<file path="config.mk">
export PLATFORM = sky130hd
export DESIGN_NAME = uart_receiver
export DESIGN_NICKNAME = d
export VERILOG_FILES = /design/src/rtl/uart_receiver_pkg.sv /design/src/rtl/uart_rx_tick.sv /design/src/rtl/uart_receiver.sv
export SDC_FILE = /design/constraint.sdc
export NUM_CORES = 1
export LEC_CHECK = 0
export CAP_MARGIN = 20
export CORE_UTILIZATION = 50
export DETAILED_ROUTE_END_ITERATION = 10
export PLACE_DENSITY = 0.74
export REMOVE_ABC_BUFFERS = 1
export SLEW_MARGIN = 20
export SYNTH_ARGS = -nofsm -noshare
export SYNTH_HDL_FRONTEND = slang
export SYNTH_SLANG_ARGS = --single-unit
</file>
<file path="constraint.sdc">
create_clock -name clk -period 2 [get_ports clk]
set_input_delay 0.2 -clock clk [delete_from_list [all_inputs] [get_ports clk]]
set_output_delay 0.2 -clock clk [all_outputs]
set_load 0.05 [all_outputs]
</file>
<file path="src/rtl/uart_receiver_pkg.sv">
// Shared UART definitions: receiver FSM state encoding and frame constants,
// imported by both the receive and transmit sides of the link.
package uart_receiver_pkg;

  typedef enum logic [2:0] {
    RX_IDLE   = 3'd0,
    RX_START  = 3'd1,
    RX_DATA   = 3'd2,
    RX_PARITY = 3'd3,
    RX_STOP   = 3'd4,
    RX_BREAK  = 3'd5
  } rx_state_e;

  localparam logic        START_BIT = 1'b0;
  localparam logic        STOP_BIT  = 1'b1;
  localparam int unsigned DATA_BITS = 8;

endpackage

</file>
<file path="src/rtl/uart_rx_tick.sv">
// Free-running oversample tick generator: one-cycle tick every DIV clocks.
module uart_rx_tick #(
  parameter int unsigned DIV = 4
) (
  input  logic clk,
  input  logic rst,
  output logic tick
);

  localparam int unsigned CW = (DIV > 1) ? $clog2(DIV) : 1;

  logic [CW-1:0] cnt_q, cnt_d;

  always_comb begin
    tick  = (cnt_q == CW'(DIV - 1));
    cnt_d = tick ? '0 : cnt_q + CW'(1);
  end

  always_ff @(posedge clk or negedge rst) begin
    if (!rst) cnt_q <= '0;
    else      cnt_q <= cnt_d;
  end

endmodule

</file>
<file path="src/rtl/uart_receiver.sv">
// UART receive path: synchronises Rx_in, oversamples each bit at its centre
// and delivers 8E1 frames with a one-cycle valid pulse and parity/framing flags.
module uart_receiver
  import uart_receiver_pkg::*;
#(
  parameter int unsigned CLK_FREQ   = 50_000_000,
  parameter int unsigned BAUD       = 9600,
  parameter int unsigned OVERSAMPLE = 16
) (
  input  logic                 clk,
  input  logic                 rst,
  input  logic                 Rx_in,
  output logic [DATA_BITS-1:0] Rx_data,
  output logic                 Rx_valid,
  output logic                 parity_err,
  output logic                 frame_err,
  output logic                 Rx_busy
);

  localparam int unsigned DIV    = CLK_FREQ / (BAUD * OVERSAMPLE);
  localparam int unsigned SCNT_W = $clog2(OVERSAMPLE);
  localparam int unsigned BCNT_W = $clog2(DATA_BITS);

  localparam logic [SCNT_W-1:0] SCNT_HALF = SCNT_W'(OVERSAMPLE / 2 - 1);
  localparam logic [SCNT_W-1:0] SCNT_LAST = SCNT_W'(OVERSAMPLE - 1);
  localparam logic [BCNT_W-1:0] BCNT_LAST = BCNT_W'(DATA_BITS - 1);

  logic tick;
  logic sync1_q, sync2_q, rx_s;

  rx_state_e              state_q, state_d;
  logic [SCNT_W-1:0]      scnt_q, scnt_d;
  logic [BCNT_W-1:0]      bcnt_q, bcnt_d;
  logic [DATA_BITS-1:0]   shreg_q, shreg_d;
  logic                   par_q, par_d;
  logic [DATA_BITS-1:0]   data_q, data_d;
  logic                   perr_q, perr_d;
  logic                   ferr_q, ferr_d;
  logic                   valid_q, valid_d;

  uart_rx_tick #(.DIV(DIV)) u_tick (
    .clk  (clk),
    .rst  (rst),
    .tick (tick)
  );

  assign rx_s = sync2_q;

  always_ff @(posedge clk or negedge rst) begin
    if (!rst) begin
      sync1_q <= 1'b1;
      sync2_q <= 1'b1;
    end else begin
      sync1_q <= Rx_in;
      sync2_q <= sync1_q;
    end
  end

  always_comb begin
    state_d = state_q;
    scnt_d  = scnt_q;
    bcnt_d  = bcnt_q;
    shreg_d = shreg_q;
    par_d   = par_q;
    data_d  = data_q;
    perr_d  = perr_q;
    ferr_d  = ferr_q;
    valid_d = 1'b0;
    if (tick) begin
      case (state_q)
        RX_IDLE: begin
          if (rx_s == START_BIT) begin
            state_d = RX_START;
            scnt_d  = '0;
          end
        end
        RX_START: begin
          // Half-bit check rejects glitches shorter than half a bit period
          if (scnt_q == SCNT_HALF) begin
            if (rx_s == START_BIT) begin
              state_d = RX_DATA;
              scnt_d  = '0;
              bcnt_d  = '0;
            end else begin
              state_d = RX_IDLE;
            end
          end else begin
            scnt_d = scnt_q + SCNT_W'(1);
          end
        end
        RX_DATA: begin
          if (scnt_q == SCNT_LAST) begin
            shreg_d = {rx_s, shreg_q[DATA_BITS-1:1]};
            scnt_d  = '0;
            bcnt_d  = bcnt_q + BCNT_W'(1);
            if (bcnt_q == BCNT_LAST) state_d = RX_PARITY;
          end else begin
            scnt_d = scnt_q + SCNT_W'(1);
          end
        end
        RX_PARITY: begin
          if (scnt_q == SCNT_LAST) begin
            par_d   = rx_s;
            scnt_d  = '0;
            state_d = RX_STOP;
          end else begin
            scnt_d = scnt_q + SCNT_W'(1);
          end
        end
        RX_STOP: begin
          // Leave at the stop-bit centre so an immediately following start bit is caught
          if (scnt_q == SCNT_LAST) begin
            data_d  = shreg_q;
            perr_d  = (par_q != ^shreg_q);
            ferr_d  = (rx_s != STOP_BIT);
            valid_d = 1'b1;
            scnt_d  = '0;
            state_d = (rx_s == STOP_BIT) ? RX_IDLE : RX_BREAK;
          end else begin
            scnt_d = scnt_q + SCNT_W'(1);
          end
        end
        RX_BREAK: begin
          if (rx_s == STOP_BIT) state_d = RX_IDLE;
        end
        default: state_d = RX_IDLE;
      endcase
    end
  end

  always_ff @(posedge clk or negedge rst) begin
    if (!rst) begin
      state_q <= RX_IDLE;
      scnt_q  <= '0;
      bcnt_q  <= '0;
      shreg_q <= '0;
      par_q   <= 1'b0;
      data_q  <= '0;
      perr_q  <= 1'b0;
      ferr_q  <= 1'b0;
      valid_q <= 1'b0;
    end else begin
      state_q <= state_d;
      scnt_q  <= scnt_d;
      bcnt_q  <= bcnt_d;
      shreg_q <= shreg_d;
      par_q   <= par_d;
      data_q  <= data_d;
      perr_q  <= perr_d;
      ferr_q  <= ferr_d;
      valid_q <= valid_d;
    end
  end

  assign Rx_data    = data_q;
  assign Rx_valid   = valid_q;
  assign parity_err = perr_q;
  assign frame_err  = ferr_q;
  assign Rx_busy    = (state_q != RX_IDLE);

endmodule

</file>
==> results of run 1 <==
==> cell type report <==
class | instances | share of cell area
clock buffers | 6 | 0.03448
clock inverters | 2 | 0.01567
inverters | 7 | 0.01097
multi-input cells | 112 | 0.3939
flip-flops and latches | 41 | 0.4300
well taps | 48 | 0.02508
repair buffers | 25 | 0.08986
==> report_power, final <==
part / leakage, nW / switching (mW) / total (mW) / internal [mW]
clock: 0.0574 / 0.300 / 0.706 / 0.406
sequential: 0.550 / 0.00324 / 0.835 / 0.832
combinational: 0.550 / 0.0164 / 0.0199 / 0.00345
==> cells by family (layout without fill, tap and decap cells) <==
group | Yosys count | in the layout
AO/OA/AOI/OAI | 20 | 20
XOR/XNOR | 14 | 14
adder cells (fa/ha/maj) | 5 | 5
buffers and inverters | 14 | 40
flip-flops | 41 | 41
multiplexers | 23 | 23
AND/OR/NAND/NOR | 50 | 50
==> flip-flops by register name, indices dropped and copies added, names as in the netlist <==
register and count:
Rx_data 8, Rx_valid 1, bcnt_q 3, frame_err 1, par_q 1, parity_err 1
rx_s 1, scnt_q 4, shreg_q 8, state_q 3, sync1_q 1, u_tick.cnt_q 9
==> worst max-delay path by stage <==
stage / from / to / cells after the start
after floorplan: u_tick.cnt_q[0] / shreg_q[0] / 6
after global placement: u_tick.cnt_q[3] / shreg_q[7] / 4
after detailed placement: u_tick.cnt_q[3] / shreg_q[4] / 4
after CTS: u_tick.cnt_q[3] / shreg_q[3] / 6
after global routing: scnt_q[0] / shreg_q[5] / 6
final: u_tick.cnt_q[3] / shreg_q[7] / 4
==> worst max-delay path, delay by kind of cell, from the launching register on <==
| kind | cells | cell delay [ns] |
|---|---|---|
| simple gates | 3 | 1.06 |
| flops | 1 | 0.45 |
| mux | 1 | 0.33 |
==> placed cells by master (no fill, tap or decap), types with 2 or more instances in the layout <==
master,synthesis,final
dfrtp_1,39,38
mux2_2,17,17
clkdlybuf4s50_1,0,12
buf_4,0,12
nor2_1,9,9
nand3_1,10,9
inv_1,7,7
xnor2_1,7,7
xor2_1,6,6
clkbuf_8,0,6
nand2_1,5,5
mux2_4,5,5
ha_1,5,5
nand4_1,4,4
and3_1,4,4
nor3b_1,3,3
o21ai_0,3,3
a21oi_1,2,2
o211a_1,2,2
or2_2,2,2
a31o_2,2,2
o2bb2ai_1,2,2
a22o_1,2,2
dfstp_2,2,2
==> repair_timing <==
action                                  in CTS  in global routing
hold buffers                                 0                  0
endpoints found under the setup margin       5                  2
resized for setup                            1                  2
==> metrics by stage <==
step                area (sq um)  utilization  std cells  total power [mW]   TNS, ns
global placement            2265       0.6005        233            0.8720         0
finish                      2395       0.6350        241             1.562         0
floorplan                   1989            -        160            0.8523   -0.2991
detailed placement          2265       0.6005        233            0.8726  -0.03996
global route                2395       0.6350        241             1.624         0
CTS                         2389       0.6334        241             1.580         0
==> metal layers <==
metal | GRT usage | up-vias | part of all wire
met3 | 0.05729 | 5 | 0.036
met2 | 0.3518 | 22 | 0.50
met1 | 0.2653 | 680 | 0.45
met4 | 0.08152 | 0 | 0.014
li1 | - | 648 | -
met5 | 0 | - | 0
==> out/summary.md, run 1 <==
Summed over all layers, the global routing overflow is 0. The die is 65.51 um tall. The total number of vias is 1355, and the worst-case setup margin in the final layout is 0.05966 ns. In this run the standard cell core region covers 0.003771 sq mm. The die covers 0.004292 sq mm. Power spread over the standard cell area amounts to 652.1 mW/mm^2. In the final layout, flip-flops and latches occupy 0.001030 sq mm.

The biggest area contributor in the post-synthesis netlist is dfrtp_1. The normalized max-slew margin is 0.4055. The first-pass GRT wire length was 6.727 mm; the horizontal extent of the die was 65.51 um.

The flow ran to the end, and the final reports show no timing, DRC or antenna violations. Combinational family with the most area after synthesis: simple AND/OR/NAND/NOR gates. The area growth from synthesis to layout is 18.73%. Top cell type's share of synthesized area: 0.4839. Among all stages on the critical path, the largest delay is contributed by or4_4. The tools report the worst setup skew after layout as 0.01068 ns.

The category of the worst setup path capture point is a flip-flop. The xor and xnor fraction of the mapped netlist area was 0.06762; the number of enable-type register cells in the synthesized netlist was 0. The post-layout minimum cycle time was 1.940 ns. In the synthesized netlist the dominant register cell turns out to be dfrtp_1.

For the worst-skew pair, the clock arrives at the later sink with an insertion delay of 0.30 ns. The startpoint identified for the worst register-to-register timing path is u_tick.cnt_q[3]. The clock-pin slew of the registers on the worst-case setup and hold paths works out to 0.08 ns. The share of synthesized cell area in and, or, nand and nor gates works out to 0.1489. The synthesized-area fraction occupied by ao, oa, aoi and oai cells is 0.07878, and the internal reg-to-reg setup slack is 0.06 ns. After filler insertion, the fill cell instance count of the layout stands at 295. For the cell count after synthesis, the log shows 167. The run gives 0.5099 as the sequential fraction of the synthesis area. The ratio of cells with drive above 1 in the final layout was 0.2902.

The average wire per standard cell came out at 16.07 um. Number of placed I/O pins: 15. The HPWL after detailed placement is 2.757 mm. The number of synthesized register bits was 41; the post-synth design cell area was 0.002017 sq mm.

Data required time of the worst path: 2.19 ns. The logs give 0 for the number of inserted diodes and 3.874 mm for the total length of routed wires. The logs give 5 for the total CTS buffers and 0.2132 for the total global routing track utilization. The tree is rooted in a clkbuf_8. The hold violation total from the final report is 0. The highest cell delay on the worst timing path was 0.59 ns; the leakage component of the power was 1.157 nW. The worst register-to-register path ends at shreg_q[7]. Traced cell by cell, the critical path runs through nor4b_4 > nand2_2 > or4_4 > mux2_4.

For this run, the post-layout net count is 200. The async set or reset register ratio after synthesis was 1.000. STA classifies the critical path startpoint as a flip-flop. Derived from the worst setup path, the maximum achievable clock frequency is 515.4 MHz.

The longest clock path from root to sink contains 2 buffers. For the data arrival time of the critical path, the log shows 2.13 ns. For this design, the sink count on the clock tree is 41. The slew at the pin with the worst max-slew slack was 0.8917 ns; the final-layout worst hold slack was 0.01630 ns. Entering global routing, the biggest net connects 42 pins.

The worst-case IR drop observed on VDD is 0.6207 mV. The initial cell density of the core was 0.5348. Initial antenna violation count: 0.

The setup path with the least slack is of type flip-flop to flip-flop. Buffers added to address setup during post-CTS repair amount to 0. H-tree level count: 2. The count of final max-slew check failures is 0. TritonCTS built the clock tree. The synthesized netlist contains 45 unique library cells. The number of cell instances on the worst register-to-register path works out to 4.

Sorting the synthesized cells by area gives the leading types as dfrtp_1 48%, mux2_2 9.5%, mux2_4 3.7%, ha_1 3.1%, xnor2_1 3.0%. The share of cell area taken by muxes after synthesis works out to 0.1371. The first detailed-routing pass took 4 iterations.

In this run the core area contains 22 standard-cell rows. In this run the worst path has a maximum fanout of 5. The classification of the worst-slack hold path was input pin to asynchronous set/reset pin.

The number of maximum-capacitance violations is 0, and the via count of the first global-routing pass is 1417. The remaining antenna violation count after routing is 0. For the total of endpoints with negative setup slack in the final report, the log shows 0. Prior to clock tree synthesis, the placed netlist has a worst setup slack of -0.01503 ns. The mean instance size in the synthesized netlist was 12.08 sq um; the post-detailed-route via-to-cell ratio was 5.622. dfrtp_1 is the most common cell in the netlist. Routability-driven placement finished with a final weighted congestion of 0.8226.

By count the netlist is led by 39 x dfrtp_1, 17 x mux2_2, 10 x nand3_1. The detailed router finished its first iteration with 66 violations. The area taken by multi-input logic gates was 943.4 sq um. Yosys printed 0 warnings.

The quantity of I/O buffers inserted on ports is 14. The tools report the DRC violations left as 0. Final period utilization: 0.9702. Setup repair after global routing left no endpoint under its margin. The fraction of the mapped netlist area in adder cells is 0.03102.
Power figures use the tool's default switching activity.
==> run 2, diff against run 1 <==
GPL_TIMING_DRIVEN = 0   (was not set)
==> run 2 against run 1 <==
  * Routed wire length fell by 6.9%
  * First-iteration DRC count shrank 11%
  * Clock power shrank 22%
  * Clock skew rose by 0.0039 ns
  * Flip-flop and latch count is the same
  * Maximum frequency is 2.9% lower
  * Critical endpoint is now shreg_q[4]
  * Register-to-register slack got worse by 0.06 ns
==> out/summary.md, run 2 (synthesized netlist as in run 1, its figures left out) <==
The flow ran to the end, and the final reports show no timing, DRC or antenna violations. The final HPWL from detailed placement came out at 2.520 mm (-8.6%). The quantity of I/O buffers inserted on ports came out at 14 (unchanged). The number of maximum-capacitance violations was 0 (unchanged).

The setup path with the least slack is of type flip-flop to flip-flop. The total number of vias was 1298 (-4.2%). The clock tree buffer depth was 2 (unchanged). The register with the highest flop count was u_tick.cnt_q. The data arrival time of the critical path was 2.18 ns (+0.05 ns). Maximum achievable frequency: 500.3 MHz (-2.9%). The library cells used most frequently in the layout, excluding fill and tap cells, are 39 x dfrtp_1, 17 x mux2_2, 12 x clkdlybuf4s50_1, 9 x nor2_1, 8 x buf_4.

The clock latency of the later-clocked register in the worst-skew pair was 0.30 ns (about the same). The run gives 0.5348 (unchanged) as the initial cell density of the core. The post-detailed-route via-to-cell ratio came out at 5.408 (-3.8%). The run gives 22 (unchanged) as the site row count. The leftover overflow at the end of global routing came out at 0 (unchanged). The cell with the largest stage delay on the worst path was or4_4. The highest cell delay on the worst timing path is 0.56 ns (-0.03 ns). Classification of the worst-slack hold path: input pin to asynchronous set/reset pin.

The normalized max-slew margin was 0.6679 (+0.2624); the worst IR drop on VDD was 0.5147 mV (-17%). The worst setup path is captured at a flip-flop. Via count of the first global-routing pass: 1319 (-6.9%). The library cell used most frequently in the layout, excluding fill and tap cells, is dfrtp_1. Flip-flop count of the largest register after layout: 9 (unchanged).

The iteration-0 DRC count of the detailed router is 59 (-11%), and the ratio of total power to cell area is 584.5 mW/mm^2 (-10%). For the total length of routed wires, the log shows 3.608 mm (-6.9%). CTS placed an instance of clkbuf_8 at the clock tree root. For the total global routing track utilization, the log shows 0.1955 (-0.01766). The post-layout minimum cycle time was 1.999 ns (+0.05831 ns); the clock sink count was 41 (unchanged).

The run gives 0.004292 sq mm (unchanged) as the area of the die. The ratio of cells with drive above 1 in the final layout was 0.3073 (+0.01714). The floorplan die height is 65.51 um (unchanged). Setup repair after global routing could not meet its margin everywhere. The first-pass GRT wire length was 6.182 mm (-8.1%); the number of cell instances on the worst register-to-register path was 6 (+2). The number of inserted diodes was 0 (unchanged).

The number of inserted filler cells in the final layout was 279 (-5.4%). The run gives 0.01456 ns (+0.003882 ns) as the worst setup skew after layout. For the aggregate negative setup slack, the log shows 0 ns (unchanged).

The reg-to-reg critical path startpoint was u_tick.cnt_q[0]. The number of buffers and inverters on the critical path came out at 1 (+1). The maximum fanout count along the critical path is 5 (unchanged), and the leakage component of the power is 1.165 nW (+0.64%).

For the pin count of the biggest net entering global routing, the log shows 31 (-26%). The family with the most delay on the worst path is simple AND/OR/NAND/NOR gates. The DRC violations left was 0 (unchanged); the horizontal extent of the die was 65.51 um (unchanged). Number of placed I/O pins: 15 (unchanged).

The number of optimization iterations in the first detailed-route pass was 4 (unchanged); the area of the placeable core was 0.003771 sq mm (unchanged). The logs give 0 (unchanged) for the count of final max-slew check failures and 0 (unchanged) for the initial antenna violation count. The tools report the H-tree level count as 2 (unchanged). For the data required time of the worst path, the log shows 2.18 ns (about the same).

The logs give 199 (-0.50%) for the post-layout net count and 0.002411 sq mm (+0.68%) for the finished layout cell area. The post-placement cell area was 0.002205 sq mm (-2.7%); the total CTS buffers was 5 (unchanged). Final period utilization: 0.9993 (+0.02915). The critical path goes through inv_1 > ha_1 > and4b_2 > nand2_4 > or4_4 > mux2_4.

The worst reg2reg path endpoint is shreg_q[4]. The remaining antenna violation count after routing is 0 (unchanged), and the slew at the pin with the worst max-slew slack is 0.4966 ns (-0.3951 ns). The clock-pin slew of the registers on the worst-case setup and hold paths came out at 0.09 ns (about the same). TritonCTS built the clock tree. The area growth from synthesis to layout is 19.54%.

The logs give 0.001 ns (-0.06 ns) for the internal reg-to-reg setup slack and 0 (unchanged) for the hold violation total from the final report. The run gives 0.8567 (+4.1%) as the global placer's final weighted congestion. STA classifies the critical path startpoint as a flip-flop.

Total of endpoints with negative setup slack in the final report: 0 (unchanged). The average wire per standard cell came out at 15.03 um (-6.5%).
==> run 2: worst max path at each step <==
stage | from | endpoint | depth (start not counted)
finish | u_tick.cnt_q[0] | shreg_q[4] | 6
global route | u_tick.cnt_q[0] | shreg_q[4] | 6
CTS | u_tick.cnt_q[0] | shreg_q[4] | 6
detailed placement | u_tick.cnt_q[0] | shreg_q[2] | 6
global placement | u_tick.cnt_q[0] | shreg_q[7] | 6
floorplan | u_tick.cnt_q[0] | shreg_q[0] | 6
==> run 2: per-stage QoR <==
step           power (mW)  hold slack [ns]  worst slack [ns]  utilization  std cells
2_1_floorplan      0.8523         -0.09559          -0.05981            -        160
3_3_place_gp       0.8733           0.3465           -0.2632       0.5806        222
3_5_place_dp       0.8780           0.1075           -0.2670       0.5846        223
4_1_cts             1.434           0.3012           0.01046       0.6241        235
5_1_grt             1.469           0.2940          -0.07865       0.6394        240
6_report            1.409           0.2999          0.001355       0.6394        240
==> run 2: layout make-up <==
cell class / instances / area, sq um / share of cell area
timing repair buffer: 24 / 220.2 / 0.09133
sequential: 41 / 1028 / 0.4266
multi-input combinational: 112 / 984.7 / 0.4084
tap: 48 / 60.06 / 0.02491
clock buffer: 5 / 68.82 / 0.02854
clock inverter: 3 / 22.52 / 0.009341
inverter: 7 / 26.28 / 0.01090
==> run 2: repair_timing <==
action,4_1_cts,5_1_grt
hold endpoints to repair,11,0
pin swaps,4,1
buffers inserted,3,5
setup endpoints to repair,23,11
hold buffers,1,0
gates cloned,0,0
resized for setup,7,7
==> run 2: worst register-to-register path, cell delays in order, from the launching register on <==
cell and delay [ns]:
dfrtp_1 0.42, inv_1 0.07, ha_1 0.14, and4b_2 0.30, nand2_4 0.07, or4_4 0.57, mux2_4 0.32
==> run 2: where the power goes <==
part	leakage [nW]	internal (mW)	switching, mW
Sequential	0.552	0.832	0.00311
Combinational	0.565	0.00865	0.0177
Clock	0.0481	0.247	0.300
Total	1.16	1.09	0.321
==> run 2: metal layers <==
layer  GRT usage  vias up  share of wire  wire (um)
met5           0        -              0          0
met4     0.07880        0          0.012         42
met3     0.05903        5          0.040        145
met2      0.3235       23           0.48       1727
met1      0.2369      623           0.47       1693
li1            -      647              -          -
==> run 3, diff against run 2 <==
PLACE_DENSITY = 0.81   (was 0.74)
==> run 3 against run 2 <==
  * Sequential power barely moved
  * Routed wire length rose by 9.7%
  * Cell area fell by 0.83%
  * Count of clock-buffer cells in the layout rose by 1
  * Power fell by 1.6%
  * Register-to-register slack barely moved
  * Maximum frequency rose by 0.21%
  * Hold slack improved by 0.0063 ns
  * Die area did not move
  * Via count rose by 5.2%
  * Cell count did not move
  * Critical path type unchanged
  * Critical endpoint is now shreg_q[6]
  * Largest power group unchanged
==> out/summary.md, run 3 (synthesized netlist as in run 1, its figures left out) <==
The aggregate negative setup slack is 0 ns (unchanged), and the post-layout minimum cycle time is 1.995 ns (-0.004106 ns). Total number of vias: 1366 (+5.2%). The floorplan die height was 65.51 um (unchanged). The run gives 0.006799 ns (-0.007762 ns) as the worst setup skew after layout. The top cell types in the final layout, fill and taps aside, are 39 x dfrtp_1, 17 x mux2_2, 12 x clkdlybuf4s50_1, 9 x nor2_1. Classification of the worst-slack hold path: input pin to flip-flop.

The register with the most flip-flops in the final layout is u_tick.cnt_q. The path type of the worst setup path is flip-flop to flip-flop. The area of the placeable core was 0.003771 sq mm (unchanged); the highest cell delay on the worst timing path was 0.57 ns (about the same). The quantity of I/O buffers inserted on ports works out to 14 (unchanged). The run gives 0.6629 (-0.005066) as the normalized max-slew margin.

For the via count of the first global-routing pass, the log shows 1412 (+7.1%). The run gives 4 (unchanged) as the number of optimization iterations in the first detailed-route pass. The number of maximum-capacitance violations was 0 (unchanged); the DRC violations left was 0 (unchanged). The remaining antenna violation count after routing was 0 (unchanged); the ratio of total power to cell area was 580.1 mW/mm^2 (-0.74%). The maximum achievable frequency was 501.4 MHz (+0.21%). The H-tree level count is 2 (unchanged).

The slew at the pin with the worst max-slew slack is 0.5041 ns (+0.007575 ns), and the total CTS buffers is 5 (unchanged). The clock sink count was 41 (unchanged); the post-detailed-route via-to-cell ratio was 5.692 (+5.2%). Leading cell type in the layout, fill and taps excluded: dfrtp_1. The logs give 1.148 nW (-1.4%) for the leakage component of the power and 0.6340 (-0.005309) for the final standard cell utilization of the core. The hold violation total from the final report is 0 (unchanged). TritonCTS built the clock tree. The clock-pin slew of the registers on the worst-case setup and hold paths is 0.08 ns (about the same). The initial antenna violation count came out at 0 (unchanged). The data required time of the worst path was 2.18 ns (about the same).

The total of endpoints with negative setup slack in the final report came out at 0 (unchanged). The area growth from synthesis to layout is 18.55%. The clock tree buffer depth was 2 (unchanged); the initial cell density of the core was 0.5348 (unchanged). Setup repair after global routing could not meet its margin everywhere.

The number of buffers and inverters on the critical path came out at 0 (-1). The logs give 2.832 mm (+12%) for the final HPWL from detailed placement and 0.004292 sq mm (unchanged) for the area of the die. Clock tree synthesis selected as its root buffer the cell clkbuf_8. Final non-filler cell total: 240 (unchanged). The logs give 2.17 ns (about the same) for the data arrival time of the critical path and 0.29 ns (about the same) for the clock latency of the later-clocked register in the worst-skew pair. The total power consumption of the routed design came out at 1.387 mW (-1.6%).

The worst IR drop on VDD was 0.5429 mV (+5.5%); the horizontal extent of the die was 65.51 um (unchanged). The final period utilization came out at 0.9973 (-0.002053). The flow ran to the end, and the final reports show no timing, DRC or antenna violations.

The run gives 199 (unchanged) as the post-layout net count. The flip-flop count of the largest register after layout was 9 (unchanged); the number of inserted diodes was 0 (unchanged). The ratio of cells with drive above 1 in the final layout was 0.2865 (-0.02083); the number of placed I/O pins was 15 (unchanged). Leftover overflow at the end of global routing: 0 (unchanged).

The worst setup path is launched from a flip-flop. The run gives 0 (unchanged) as the count of final max-slew check failures. The cell family contributing the most delay on the critical path is simple AND/OR/NAND/NOR gates. The maximum fanout count along the critical path is 5 (unchanged), and the iteration-0 DRC count of the detailed router is 41 (-31%). The tools report the first-pass GRT wire length as 6.596 mm (+6.7%).

Traced cell by cell, the critical path runs through nor4b_4 > nand2_2 > or4_4 > mux2_4. The tools report the category of the worst setup path capture point as a flip-flop. Cell with the largest stage delay on the worst path: or4_4. The global placer's final weighted congestion was 0.8016 (-6.4%).

The average wire per standard cell was 16.50 um (+9.7%). The number of placed instances, taps included was 223 (unchanged); the site row count was 22 (unchanged). The logs give 3.959 mm (+9.7%) for the total length of routed wires and 0.2052 (+0.009671) for the total global routing track utilization. The logs give 0.3062 ns (+0.006326 ns) for the final-layout worst hold slack and 25 (-19%) for the pin count of the biggest net entering global routing.
run 3: cell types whose count changed in the layout (fill, tap and decap cells not counted), sizes merged:
cell and delta:
clkbuf +1, clkinv -1
run 3: path summary, 6_finish.rpt:
| path | from | endpoint | slack [ns] | cells past startpoint |
|---|---|---|---|---|
| max reg2reg | u_tick.cnt_q[3] | shreg_q[6] | 0.005 | 4 |
| min | Rx_in | sync1_q | 0.31 | 1 |
| min in group asynchronous | rst | scnt_q[3] | 0.38 | 2 |
| max in group asynchronous | rst | sync1_q | 1.08 | 3 |
| max | u_tick.cnt_q[3] | shreg_q[6] | 0.005 | 4 |
| min reg2reg | sync1_q | rx_s | 0.36 | 0 |
run 3: metal layers:
metal  vias up  wire length [um]  GRT usage
met5         -                 0          0
met4         0                39    0.05435
met3         4               198    0.05729
met2        37              1999     0.3441
met1       680              1722     0.2597
li1        645                 -          -
run 3: cell type report:
type,count,area (sq um)
Timing Repair Buffer,24,227.7
Clock buffer,6,72.57
Multi-Input combinational cell,112,965.9
Clock inverter,2,10.01
Fill cell,262,1380
Sequential cell,41,1028
Tap cell,48,60.06
Inverter,7,26.28
run 3: stage by stage:
stage | area [sq um] | setup WS, ns
floorplan | 1989 | -0.05981
global placement | 2190 | -0.2401
detailed placement | 2212 | -0.2508
CTS | 2337 | -0.001429
global route | 2391 | -0.02838
finish | 2391 | 0.005460
run 3: power by group:
| part | internal (mW) | switching, mW |
|---|---|---|
| logic | 0.0102 | 0.0180 |
| clock network | 0.242 | 0.281 |
| registers | 0.832 | 0.00357 |
run 3: timing repair:
action,in CTS,in global routing
endpoints found under the setup margin,24,10
pin swaps,4,3
hold buffers,1,0
gates cloned,0,0
setup buffers,2,6
resized for setup,6,4
endpoints found under the hold margin,17,0
